**src/rtl/hps_reset_req_gen.sv**
```systemverilog
// HPS fabric-to-HPS reset request generator: debounced pushbuttons and soft
// requests become fixed-width active-low pulses, arbitrated cold > warm > debug.
module hps_reset_req_gen #(
   parameter int DEBOUNCE_CYCLES = 500000,
   parameter int PULSE_CYCLES    = 64,
   parameter int HOLDOFF_CYCLES  = 1024,
   parameter int POR_CYCLES      = 4096
) (
   input  logic clk_clk,
   input  logic reset_reset_n,
   input  logic key_cold_n,
   input  logic key_warm_n,
   input  logic key_debug_n,
   input  logic soft_cold_req,
   input  logic soft_warm_req,
   output logic hps_0_f2h_cold_reset_req_reset_n,
   output logic hps_0_f2h_warm_reset_req_reset_n,
   output logic hps_0_f2h_debug_reset_req_reset_n,
   output logic busy,
   output logic dropped
);

   localparam int MAX_AB = (DEBOUNCE_CYCLES > PULSE_CYCLES) ? DEBOUNCE_CYCLES : PULSE_CYCLES;
   localparam int MAX_CD = (HOLDOFF_CYCLES > POR_CYCLES) ? HOLDOFF_CYCLES : POR_CYCLES;
   localparam int MAX_P  = (MAX_AB > MAX_CD) ? MAX_AB : MAX_CD;
   localparam int CNT_W  = (MAX_P > 1) ? $clog2(MAX_P) : 1;

   localparam logic [CNT_W-1:0] DEB_LAST   = CNT_W'(DEBOUNCE_CYCLES - 1);
   localparam logic [CNT_W-1:0] PULSE_LAST = CNT_W'(PULSE_CYCLES - 1);
   localparam logic [CNT_W-1:0] HOLD_LAST  = CNT_W'(HOLDOFF_CYCLES - 1);
   localparam logic [CNT_W-1:0] POR_LAST   = CNT_W'(POR_CYCLES - 1);

   typedef enum logic [1:0] {
      ST_STARTUP,
      ST_IDLE,
      ST_ASSERT,
      ST_HOLDOFF
   } state_t;

   typedef enum logic [1:0] {
      SEL_COLD,
      SEL_WARM,
      SEL_DEBUG
   } sel_t;

   function automatic logic [CNT_W-1:0] satInc(input logic [CNT_W-1:0] x);
      return (x == '1) ? x : x + 1'b1;
   endfunction

   // Bit order everywhere below: [0] cold, [1] warm, [2] debug.
   logic [2:0]            keyRaw;
   logic [2:0]            sync1_q, sync2_q;
   logic [2:0]            keyDeb_q, keyDeb_d;
   logic [2:0]            keyEvt_q, keyEvt_d;
   logic [2:0][CNT_W-1:0] debCnt_q, debCnt_d;

   state_t           state_q, state_d;
   sel_t             sel_q, sel_d;
   logic [CNT_W-1:0] cnt_q, cnt_d;
   logic             dropped_q, dropped_d;
   logic             coldN_q, coldN_d;
   logic             warmN_q, warmN_d;
   logic             debugN_q, debugN_d;
   logic             busy_q, busy_d;
   logic             reqCold, reqWarm, reqDebug, reqAny;

   assign keyRaw = {key_debug_n, key_warm_n, key_cold_n};

   always_comb begin
      keyDeb_d = keyDeb_q;
      keyEvt_d = '0;
      debCnt_d = '0;
      for (int i = 0; i < 3; i++) begin
         if (sync2_q[i] != keyDeb_q[i]) begin
            if (debCnt_q[i] == DEB_LAST) begin
               keyDeb_d[i] = sync2_q[i];
               keyEvt_d[i] = ~sync2_q[i];
            end else begin
               debCnt_d[i] = satInc(debCnt_q[i]);
            end
         end
      end
   end

   always_ff @(posedge clk_clk or negedge reset_reset_n) begin
      if (!reset_reset_n) begin
         sync1_q  <= '1;
         sync2_q  <= '1;
         keyDeb_q <= '1;
         keyEvt_q <= '0;
         debCnt_q <= '0;
      end else begin
         sync1_q  <= keyRaw;
         sync2_q  <= sync1_q;
         keyDeb_q <= keyDeb_d;
         keyEvt_q <= keyEvt_d;
         debCnt_q <= debCnt_d;
      end
   end

   assign reqCold  = keyEvt_q[0] | soft_cold_req;
   assign reqWarm  = keyEvt_q[1] | soft_warm_req;
   assign reqDebug = keyEvt_q[2];
   assign reqAny   = reqCold | reqWarm | reqDebug;

   always_comb begin
      state_d   = state_q;
      sel_d     = sel_q;
      cnt_d     = satInc(cnt_q);
      dropped_d = dropped_q;
      case (state_q)
         ST_STARTUP: begin
            if (reqAny) dropped_d = 1'b1;
            if (cnt_q == POR_LAST) begin
               state_d = ST_IDLE;
               cnt_d   = '0;
            end
         end
         ST_IDLE: begin
            cnt_d = '0;
            if (reqCold) begin
               sel_d   = SEL_COLD;
               state_d = ST_ASSERT;
               if (reqWarm || reqDebug) dropped_d = 1'b1;
            end else if (reqWarm) begin
               sel_d   = SEL_WARM;
               state_d = ST_ASSERT;
               if (reqDebug) dropped_d = 1'b1;
            end else if (reqDebug) begin
               sel_d   = SEL_DEBUG;
               state_d = ST_ASSERT;
            end
         end
         ST_ASSERT: begin
            // Cold preempts a running warm/debug pulse and restarts the width count.
            if (reqCold && sel_q != SEL_COLD) begin
               sel_d = SEL_COLD;
               cnt_d = '0;
               if (reqWarm || reqDebug) dropped_d = 1'b1;
            end else begin
               if (reqAny) dropped_d = 1'b1;
               if (cnt_q == PULSE_LAST) begin
                  state_d = ST_HOLDOFF;
                  cnt_d   = '0;
               end
            end
         end
         ST_HOLDOFF: begin
            if (reqAny) dropped_d = 1'b1;
            if (cnt_q == HOLD_LAST) begin
               state_d = ST_IDLE;
               cnt_d   = '0;
            end
         end
         default: begin
            state_d = ST_STARTUP;
            cnt_d   = '0;
         end
      endcase
   end

   // Outputs are decoded from next state so they are registered yet switch on the same edge.
   always_comb begin
      coldN_d  = !(state_d == ST_ASSERT && sel_d == SEL_COLD);
      warmN_d  = !(state_d == ST_ASSERT && sel_d == SEL_WARM);
      debugN_d = !(state_d == ST_ASSERT && sel_d == SEL_DEBUG);
      busy_d   = (state_d != ST_IDLE);
   end

   always_ff @(posedge clk_clk or negedge reset_reset_n) begin
      if (!reset_reset_n) begin
         state_q   <= ST_STARTUP;
         sel_q     <= SEL_COLD;
         cnt_q     <= '0;
         dropped_q <= 1'b0;
         coldN_q   <= 1'b1;
         warmN_q   <= 1'b1;
         debugN_q  <= 1'b1;
         busy_q    <= 1'b1;
      end else begin
         state_q   <= state_d;
         sel_q     <= sel_d;
         cnt_q     <= cnt_d;
         dropped_q <= dropped_d;
         coldN_q   <= coldN_d;
         warmN_q   <= warmN_d;
         debugN_q  <= debugN_d;
         busy_q    <= busy_d;
      end
   end

   assign hps_0_f2h_cold_reset_req_reset_n  = coldN_q;
   assign hps_0_f2h_warm_reset_req_reset_n  = warmN_q;
   assign hps_0_f2h_debug_reset_req_reset_n = debugN_q;
   assign busy                              = busy_q;
   assign dropped                           = dropped_q;

endmodule
```
**config.mk**
```make
export PLATFORM = sky130hd
export DESIGN_NAME = hps_reset_req_gen
export DESIGN_NICKNAME = d
export VERILOG_FILES = /design/src/rtl/hps_reset_req_gen.sv
export SDC_FILE = /design/constraint.sdc
export NUM_CORES = 1
export LEC_CHECK = 0
export ABC_CLOCK_PERIOD_IN_PS = 7000
export BUFFER_PORTS_ARGS = -buffer_cell sky130_fd_sc_hd__buf_2
export CAP_MARGIN = 5
export CORE_MARGIN = 2
export CORE_UTILIZATION = 53
export CTS_CLUSTER_DIAMETER = 30
export DETAILED_ROUTE_END_ITERATION = 16
export PLACE_DENSITY = 0.76
export SYNTH_ARGS = -nofsm -noshare
export SYNTH_HDL_FRONTEND = slang
export SYNTH_SLANG_ARGS = --single-unit
```
**constraint.sdc**
```tcl
create_clock -name clk_clk -period 7 [get_ports clk_clk]
set_clock_uncertainty 0.2 [all_clocks]
set_input_delay 0.7 -clock clk_clk [delete_from_list [all_inputs] [get_ports clk_clk]]
set_output_delay 0.7 -clock clk_clk [all_outputs]
set_load 0.01 [all_outputs]
```
==> summary.md, run 1 <==
| Metric | Value |
|---|---|
| Grt ovf | `0` |
| CP required | `7.03 ns` |
| Worst Setup Start Kind | `flop` |
| Num rows | `35` |
| Tcrit/Tclk final | `39.36%` |
| DRT iter0 DRCs | `199` |
| Largest net degree at the start of global routing | `56` |
| Die height | `102.3 um` |
| Async S/R FF share, synth | `100.0%` |
| Layout cells sized above 1 | `11.59%` |
| Post-synthesis sequential area ratio | `47.76%` |
| Total CTS buffers | `9` |
| Layout area overhead | `6.799%` |
| CTS H-tree depth | `3` |
| First-pass GRT wire length | `17080 um` |
| All-Layer GR Usage | `20.40%` |
| Port Buffers | `11` |
| Placed cells | `648` |
| Die Wd | `102.3 um` |
| Smallest hold slack | `0.09758 ns` |
| Final hold vios | `0` |
| Die area | `0.01046 mm2` |
| DR vias | `3913` |
| Top-area cell type share of the netlist area | `41.09%` |
| Syn Area/Cell | `9.782 um2` |
| Post-CTS sizing | `0` |
| Crit-path slowest cell | `nor4b_2` |
| Setup TNS | `0 ns` |
| Fmax | `362.9 MHz` |
| Total clock sinks | `97` |
| ANT cells | `0` |
| RSZ-0062 raised after global routing | `no` |
| Vias in the first global route | `3737` |
| CTS tree | `done` |
| Synth cell types | `60` |
| Final min period | `2.755 ns` |
| Number of synthesized register bits | `97` |
| Routed WL | `9977 um` |
| Total chip power | `966.0 uW` |
| Synthesis Warnings | `0` |
| CP top delay family | `simple AND/OR/NAND/NOR gates` |
| Slew margin rel. | `18.89%` |
| Max-cap violation count | `0` |
| Fin. max-slew vios | `0` |
| Initial antenna violation count | `0` |
| Worst path bufs/invs | `0` |
| Drt drc | `0` |
| Syn Std Cell Area | `0.005116 mm2` |
| Leakage | `2.173 nW` |
| Nets | `545` |
| Max incr delay on CP | `1.02 ns` |
| P per Cell Area | `176.8 mW/mm2` |
| Worst setup EP type | `flop` |
| Outcome | `finished clean` |
| Critical path, cell by cell | `ha_1 -> nand4_1 -> nor4b_2 -> a2111oi_0 -> xnor2_1 -> nor2_1` |
| Clock-pin slew on the worst setup and hold paths | `0.11 ns` |
| IO Count | `12` |
| Hold Crit Class | `in -> async` |
| Non-Filler Instances | `664` |
| Initial Util | `55.11%` |
| GP Congestion | `0.8511` |
| Setup bufs post-CTS | `0` |
| Vias per Instance | `5.893` |
| Post-synth top cells | `dfrtp_1, nor2_1, nand3_1` |
| Yosys top cell by area | `dfrtp_1` |
| Most frequent cell after synthesis | `dfrtp_1` |
| Post-synth top flop | `dfrtp_1` |
| Crit path arrival time | `2.79 ns` |
| Maximum clock path buffer count | `2` |
| Worst Path Max Fanout | `16` |
| Hold buffers post-CTS | `0` |
| Final Util | `58.85%` |
| Synthesized netlist cell count | `523` |
| Area of the core | `0.009284 mm2` |
| VDD IR-drop max | `0.0001060 V` |
| Drt first pass iters | `5` |
| Drt wl/cell | `15.03 um` |
| Remaining antenna violation count | `0` |
| Worst-skew pair later-pin latency | `0.37 ns` |
| Syn nets | `538` |
| CTS root buf | `clkbuf_8` |
| Number of synthesized flops with an enable pin | `0` |
| Setup CP Type | `reg -> reg` |
| Hpwl dp | `6779 um` |
| Synth top area cells | `dfrtp_1, dfstp_2, xnor2_1, nor2_1, xor2_1` |
| Slew @ Worst Pin | `1.213 ns` |
| # setup viols final | `0` |
placed cells by master (no fill, tap or decap), drive strengths merged, types with 12 or more instances in the layout:
cell type	count
dfrtp	84
nor2	80
nand3	38
xnor2	35
nand2	23
xor2	22
nand4	17
nor3	17
a21oi	15
buf	15
dfstp	13
o21ai	13
inv	13
nor4	12
routing by layer:
metal	GRT usage [%]	part of all wire [%]	wire length [um]
met5	0	0	0
met1	28.86	48	4830
met4	8.410	1.9	188
met2	31.48	45	4514
met3	3.215	4.5	444
registers in the layout (all words and copies together), names as in the netlist:
| register | cells |
|---|---|
| busy | 1 |
| keyEvt_q | 3 |
| state_q | 2 |
| sync2_q | 3 |
| hps_0_f2h_debug_reset_req_reset_n | 1 |
| sync1_q | 3 |
| cnt_q | 19 |
| hps_0_f2h_cold_reset_req_reset_n | 1 |
| sel_q | 2 |
| hps_0_f2h_warm_reset_req_reset_n | 1 |
| dropped | 1 |
| debCnt_q | 57 |
| keyDeb_q | 3 |
report_power, final:
part | switching (mW) | internal (mW) | leakage [nW]
sequential | 0.00613 | 0.568 | 1.25
clock | 0.221 | 0.140 | 0.0942
combinational | 0.0223 | 0.00924 | 0.833
path summary, 6_finish.rpt:
kind	cells past startpoint	endpoint	start	slack [ns]
setup / recovery	6	debCnt_q[28]	debCnt_q[19]	4.24
hold / removal	1	cnt_q[4]	reset_reset_n	0.1
setup reg to reg	6	debCnt_q[28]	debCnt_q[19]	4.24
hold reg to reg	0	sync2_q[0]	sync1_q[0]	0.16
max in group asynchronous	2	cnt_q[10]	reset_reset_n	5.41
min in group clk_clk	0	sync2_q[0]	sync1_q[0]	0.16
metrics by stage:
| stage | cell area (um2) | setup slack, ns |
|---|---|---|
| 2_1_floorplan | 5116 | 4.725 |
| 3_3_place_gp | 5266 | 4.374 |
| 3_5_place_dp | 5266 | 4.273 |
| 4_1_cts | 5464 | 4.255 |
| 5_1_grt | 5464 | 3.987 |
| 6_report | 5464 | 4.245 |
cell type report:
type / count / area, um2
timing repair buffer: 15 / 87.58
tap: 129 / 161.4
inverter: 10 / 37.54
clock buffer: 9 / 123.9
multi-input combinational: 397 / 2536
clock inverter: 7 / 73.82
fill: 803 / 3820
sequential: 97 / 2444
logic make-up (layout without fill, tap and decap cells):
kind of cell,count (synthesis),in the layout,synth area share [%]
buffers and inverters,29,41,2.665
DFF,97,97,47.76
adders and majority gates,8,8,1.957
muxes,8,8,1.639
and+or+nand+nor,240,240,24.60
xor gates and xnor gates,57,57,9.758
AOI/OAI and AO/OA,84,84,11.62
Note: power is estimated with default switching activity, not from simulation.
==> run 2: changes to the inputs <==
ABC_AREA = 1   (was not set)
ABC_CLOCK_PERIOD_IN_PS = 2500   (was 7000)
PLACE_DENSITY = 0.79   (was 0.76)
clock period = 2.5 ns   (was 7 ns; I/O delays follow)
==> summary.md, run 2 <==
| Metric | Value |
|---|---|
| Outcome | `finished clean` |
| Post-CTS sizing | `0 (unchanged)` |
| Drt drc | `0 (unchanged)` |
| Main combinational cell family by area after synthesis | `simple AND/OR/NAND/NOR gates` |
| Grt ovf | `0 (unchanged)` |
| Switching share of power | `29.94% (+4.2 points)` |
| Post-synth top flop | `dfrtp_1` |
| Non-Filler Instances | `925 (+39%)` |
| Largest net degree at the start of global routing | `74 (+32%)` |
| Synth cell types | `39 (-35%)` |
| All-Layer GR Usage | `23.70% (+3.3 points)` |
| Port Buffers | `11 (unchanged)` |
| Top flop regs | `debCnt_q: 57 flops, cnt_q: 19 flops` |
| ANT cells | `0 (unchanged)` |
| GP Congestion | `0.9540 (+12%)` |
| Share of total power in combinational logic | `19.6% (+16 points)` |
| Post-synthesis mux area share | `0.1753% (-1.5 points)` |
| Number of synthesized flops with an enable pin | `0 (unchanged)` |
| Crit path arrival time | `2.24 ns (-0.55 ns)` |
| Final min period | `2.147 ns (-0.6088 ns)` |
| Synthesized netlist cell count | `758 (+45%)` |
| Most frequent cell after synthesis | `nand2_1` |
| Drt first pass iters | `7 (+2)` |
| Post-synthesis sequential area ratio | `42.80% (-5.0 points)` |
| Initial Util | `55.06% (about the same)` |
| # setup viols final | `0 (unchanged)` |
| Setup TNS | `0 ns (unchanged)` |
| Register share of total power | `47.0% (-12 points)` |
| Max-cap violation count | `0 (unchanged)` |
| NetSw | `1.113 mW (+350%)` |
| Synth top area cells | `dfrtp_1, nand2_1, nor2_1, nand3_1, inv_1` |
| Most common cell after layout, fill and taps aside | `nand2_1` |
| Layout area overhead | `9.139%` |
| R2r worst-path depth | `9 (+3)` |
| Hold Crit Class | `in -> async` |
| Yosys top cell by area | `dfrtp_1` |
| Tcrit/Tclk final | `85.87% (+47 points)` |
| Die Wd | `107.8 um (+5.4%)` |
| Nets | `799 (+47%)` |
| Maximum clock path buffer count | `2 (unchanged)` |
| Final hold vios | `0 (unchanged)` |
| CTS root buf | `clkbuf_8` |
| DRT iter0 DRCs | `334 (+68%)` |
| Worst setup EP type | `flop` |
| Drt wl/cell | `13.76 um (-8.5%)` |
| Smallest hold slack | `0.1117 ns (+0.01413 ns)` |
| Initial antenna violation count | `0 (unchanged)` |
| Die height | `107.8 um (+5.4%)` |
| Layout cells sized above 1 | `10.27% (-1.3 points)` |
| DR vias | `5097 (+30%)` |
| Die area | `0.01162 mm2 (+11%)` |
| Synth Area in Simple Gates | `39.10% (+14 points)` |
| Placed cells | `905 (+40%)` |
| Worst Setup Start Kind | `flop` |
| CTS tree | `done` |
| Clock-pin slew on the worst setup and hold paths | `0.09 ns (-0.02 ns)` |
| Total CTS buffers | `9 (unchanged)` |
| IO Count | `12 (unchanged)` |
| Syn Std Cell Area | `0.005709 mm2 (+12%)` |
| Leakage | `2.948 nW (+36%)` |
| Slew @ Worst Pin | `0.6826 ns (-0.5309 ns)` |
| Worst Path Max Fanout | `11 (-5)` |
| Hpwl dp | `9295 um (+37%)` |
| Xor-xnor portion of the synthesized cell area | `3.068% (-6.7 points)` |
| Worst-skew pair later-pin latency | `0.37 ns (about the same)` |
| CP required | `2.60 ns (-4.43 ns)` |
| Setup CP Type | `reg -> reg` |
| Syn nets | `773 (+44%)` |
| Syn Area/Cell | `7.532 um2 (-23%)` |
| Post-synth top cells | `nand2_1, nor2_1, inv_1` |
| Top-area cell type share of the netlist area | `36.82% (-4.3 points)` |
| Number of flip-flops under the largest register name | `57 (unchanged)` |
| Fmax | `465.8 MHz (+28%)` |
| Most flop-heavy register | `debCnt_q` |
| RSZ-0062 raised after global routing | `no` |
| Total clock sinks | `97 (unchanged)` |
| Area of the core | `0.01037 mm2 (+12%)` |
| Slew margin rel. | `54.14% (+35 points)` |
| Vias in the first global route | `4893 (+31%)` |
| CTS H-tree depth | `3 (unchanged)` |
| Remaining antenna violation count | `0 (unchanged)` |
| Most frequent cells in the layout | `nand2_1, nor2_1, inv_1` |
| Fin. max-slew vios | `0 (unchanged)` |
| First-pass GRT wire length | `22240 um (+30%)` |
| P per Cell Area | `596.8 mW/mm2 (+240%)` |
| Synth Area in Compound Gates | `5.413% (-6.2 points)` |
| Synthesized-area fraction occupied by adder cells | `1.753% (-0.20 points)` |
| Number of synthesized register bits | `97 (unchanged)` |
| Num rows | `37 (+5.7%)` |
| Synthesis Warnings | `0 (unchanged)` |
| Total chip power | `3.718 mW (+280%)` |
| Async S/R FF share, synth | `100.0% (unchanged)` |
| Vias per Instance | `5.510 (-6.5%)` |
| Clk pwr share | `33.4% (-3.9 points)` |
| Routed WL | `12720 um (+28%)` |
| VDD IR-drop max | `0.0003400 V (+220%)` |
| Internal power | `2.605 mW (+260%)` |
## run 2: layout make-up
cell class | count | area [um2]
clock buffers | 11 | 141.4
repair buffers | 20 | 147.6
clock inverters | 5 | 102.6
well taps | 136 | 170.2
fillers | 953 | 4139
flip-flops and latches | 97 | 2444
inverters | 105 | 399.1
multi-input cells | 551 | 2826
## run 2: per-layer routing
metal  share of wire (%)  vias to the layer above  GRT usage [%]  wire [um]
met4                 1.2                        0          8.516        154
met2                  47                      152          38.99       6022
met3                 5.0                       14          3.329        630
met5                   0                        -              0          0
li1                    -                     2526              -          -
met1                  47                     2405          31.94       5917
## run 2: worst max-delay path, cell delays in order, from the launching register on
cell     delay, ns
dfrtp_1       0.37
ha_1          0.24
nand3_1       0.16
inv_1         0.19
nand2_1       0.11
inv_1         0.09
nand3_1       0.12
nor2_1        0.16
nand2_1       0.27
o21ai_0       0.17
## run 2: per-stage QoR
stage          setup slack [ns]  utilization (%)  instance area, um2
4_1_cts                  0.3559            60.09                6231
6_report                 0.3533            60.09                6231
3_5_place_dp             0.4066            57.35                5947
3_3_place_gp             0.4647            57.35                5947
2_1_floorplan            0.6550                -                5709
5_1_grt                 0.05265            60.09                6231
## run 2: path summary, 6_finish.rpt
| path | from | to | slack (ns) |
|---|---|---|---|
| max reg2reg | debCnt_q[1] | debCnt_q[2] | 0.35 |
| max in group asynchronous | reset_reset_n | sync1_q[2] | 1.27 |
| max | debCnt_q[1] | debCnt_q[2] | 0.35 |
| min | reset_reset_n | cnt_q[8] | 0.11 |
| min reg2reg | sync1_q[1] | sync2_q[1] | 0.16 |
| min in group clk_clk | sync1_q[1] | sync2_q[1] | 0.16 |
## run 2: what timing repair did
item / 4_1_cts / 5_1_grt
buffers inserted: 0 / 0
endpoints found under the hold margin: 91 / 0
hold buffers: 4 / 0
## run 2: cells by family after synthesis
| kind of cell | count (synthesis) |
|---|---|
| compound gates | 59 |
| xor+xnor | 20 |
| fa+ha+maj | 8 |
| buf+inv | 110 |
| flops | 97 |
| mux | 1 |
| simple gates | 463 |
## run 2: power groups by stage
stage	Sequential (mW)	Clock, mW	Combinational (mW)
floorplan	1.77	0	0.554
global placement	1.77	0	0.707
detailed placement	1.78	0	0.725
CTS	1.75	1.27	0.732
global route	1.76	1.34	0.826
finish	1.75	1.24	0.729
==> run 3: changes to the inputs <==
GPL_TIMING_DRIVEN = 0   (was not set)
PLACE_DENSITY = 0.72   (was 0.79)
==> summary.md, run 3 (synthesized netlist as in run 2, its figures left out) <==
| Metric | Value |
|---|---|
| Outcome | `finished clean` |
| Hpwl dp | `9201 um (-1.0%)` |
| Drt first pass iters | `5 (-2)` |
| Pre-CTS setup slack | `0.2440 ns (-0.1627 ns)` |
| # setup viols final | `0 (unchanged)` |
| Worst-skew pair later-pin latency | `0.36 ns (about the same)` |
| Critical path origin | `debCnt_q[19]` |
| Total CTS buffers | `9 (unchanged)` |
| Drt wl/cell | `13.49 um (-2.0%)` |
| Leakage | `2.932 nW (-0.56%)` |
| Slew margin rel. | `55.01% (+0.87 points)` |
| Crit path arrival time | `2.36 ns (+0.12 ns)` |
| Fillers | `967 (+1.5%)` |
| Smallest hold slack | `0.1451 ns (+0.03342 ns)` |
| Fmax | `435.5 MHz (-6.5%)` |
| Routed WL | `12490 um (-1.9%)` |
| Worst Setup Start Kind | `flop` |
| First-pass GRT wire length | `21560 um (-3.0%)` |
| CP required | `2.56 ns (-0.04 ns)` |
| R2R Path Start | `debCnt_q[19]` |
| Worst setup EP type | `flop` |
| Tcrit/Tclk final | `91.86% (+6.0 points)` |
| Max-cap violation count | `0 (unchanged)` |
| Register area | `0.002444 mm2 (unchanged)` |
| Nets | `800 (+0.13%)` |
| Most flop-heavy register | `debCnt_q` |
| Largest net degree at the start of global routing | `70 (-5.4%)` |
| Remaining antenna violation count | `0 (unchanged)` |
| Clock-pin slew on the worst setup and hold paths | `0.10 ns (about the same)` |
| Most common cell after layout, fill and taps aside | `nand2_1` |
| Layout area overhead | `8.635%` |
| ANT cells | `0 (unchanged)` |
| VDD IR-drop max | `0.0003583 V (+5.4%)` |
| Drt drc | `0 (unchanged)` |
| Worst Path Max Fanout | `10 (-1)` |
| CTS tree | `done` |
| Area of the core | `0.01037 mm2 (unchanged)` |
| Layout cells sized above 1 | `10.51% (+0.24 points)` |
| Port Buffers | `11 (unchanged)` |
| DP Area | `0.005964 mm2 (+0.29%)` |
| Setup bufs post-CTS | `0 (unchanged)` |
| RSZ-0062 raised after global routing | `no` |
| Vias in the first global route | `4732 (-3.3%)` |
| Grt ovf | `0 (unchanged)` |
| Maximum clock path buffer count | `2 (unchanged)` |
| P per Cell Area | `571.7 mW/mm2 (-4.2%)` |
| IO Count | `12 (unchanged)` |
| Initial Util | `55.06% (unchanged)` |
| DRT iter0 DRCs | `293 (-12%)` |
| Total clock sinks | `97 (unchanged)` |
| DR vias | `5041 (-1.1%)` |
| Final setup margin | `0.2036 ns (-0.1497 ns)` |
| Die Wd | `107.8 um (unchanged)` |
| Num rows | `37 (unchanged)` |
| Final min period | `2.296 ns (+0.1497 ns)` |
| Slew @ Worst Pin | `0.6700 ns (-0.01265 ns)` |
| Vias per Instance | `5.444 (-1.2%)` |
| Top flop regs | `debCnt_q: 57 flops, cnt_q: 19 flops` |
| Die height | `107.8 um (unchanged)` |
| Hold Crit Class | `in -> async` |
| Setup CP Type | `reg -> reg` |
| Fin. max-slew vios | `0 (unchanged)` |
| Fin area | `0.006202 mm2 (-0.46%)` |
| Setup TNS | `0 ns (unchanged)` |
| Initial antenna violation count | `0 (unchanged)` |
| All-Layer GR Usage | `22.87% (-0.82 points)` |
| Final hold vios | `0 (unchanged)` |
| GP Congestion | `0.9062 (-5.0%)` |
| Area of the multi-input gates | `0.002829 mm2 (about the same)` |
| CTS root buf | `clkbuf_8` |
| CTS H-tree depth | `3 (unchanged)` |
| Die area | `0.01162 mm2 (unchanged)` |
| Most frequent cells in the layout | `nand2_1, nor2_1, inv_1` |
| Number of flip-flops under the largest register name | `57 (unchanged)` |
## run 3: metal layers
metal / part of all wire [%] / GRT usage, % / vias to the layer above
li1: - / - / 2530
met1: 46 / 30.84 / 2393
met2: 49 / 38.59 / 106
met3: 3.7 / 3.087 / 12
met4: 1.0 / 6.502 / 0
met5: 0 / 0 / -
## run 3: power breakdown
| group | leakage (nW) | total (mW) | internal, mW | switching, mW |
|---|---|---|---|---|
| clock | 0.0929 | 1.03 | 0.467 | 0.565 |
| combinational | 1.55 | 0.773 | 0.268 | 0.506 |
| sequential | 1.29 | 1.74 | 1.67 | 0.0697 |
## run 3: final cells by class
class,instances,share of cell area (%)
Timing Repair Buffer,16,2.017
Multi-Input combinational cell,551,45.61
Clock buffer,10,2.058
Inverter,105,6.435
Tap cell,136,2.744
Buffer,5,0.6456
Sequential cell,97,39.40
Clock inverter,6,1.089
## run 3: timing repair
action / in CTS / in global routing
resized for setup: 0 / 1
endpoints found under the setup margin: 0 / 1
endpoints found under the hold margin: 31 / 0
hold buffers: 4 / 0
## run 3: final timing paths
check	endpoint	slack [ns]	cells after the start
setup / recovery	debCnt_q[29]	0.20	9
hold / removal	cnt_q[13]	0.15	2
setup reg to reg	debCnt_q[29]	0.20	9
hold reg to reg	sync2_q[1]	0.16	0
max in group asynchronous	sync2_q[2]	1.22	3
min in group clk_clk	sel_q[1]	0.16	4
## run 3: worst max-delay path, stage by stage, from the launching register on
cell     delay, ns
dfrtp_1       0.46
ha_1          0.26
nand3_1       0.17
inv_1         0.11
nand4_1       0.13
nor2_1        0.07
nor2_1        0.38
nand2_1       0.14
buf_4         0.21
o31ai_1       0.07
## run 3: per-stage QoR
stage               power (mW)  util (%)  instances
floorplan                2.323         -        758
global placement         2.512     57.23        905
detailed placement       2.535     57.52        906
CTS                      3.579     59.79        926
global route             3.781     59.81        926
finish                   3.546     59.81        926
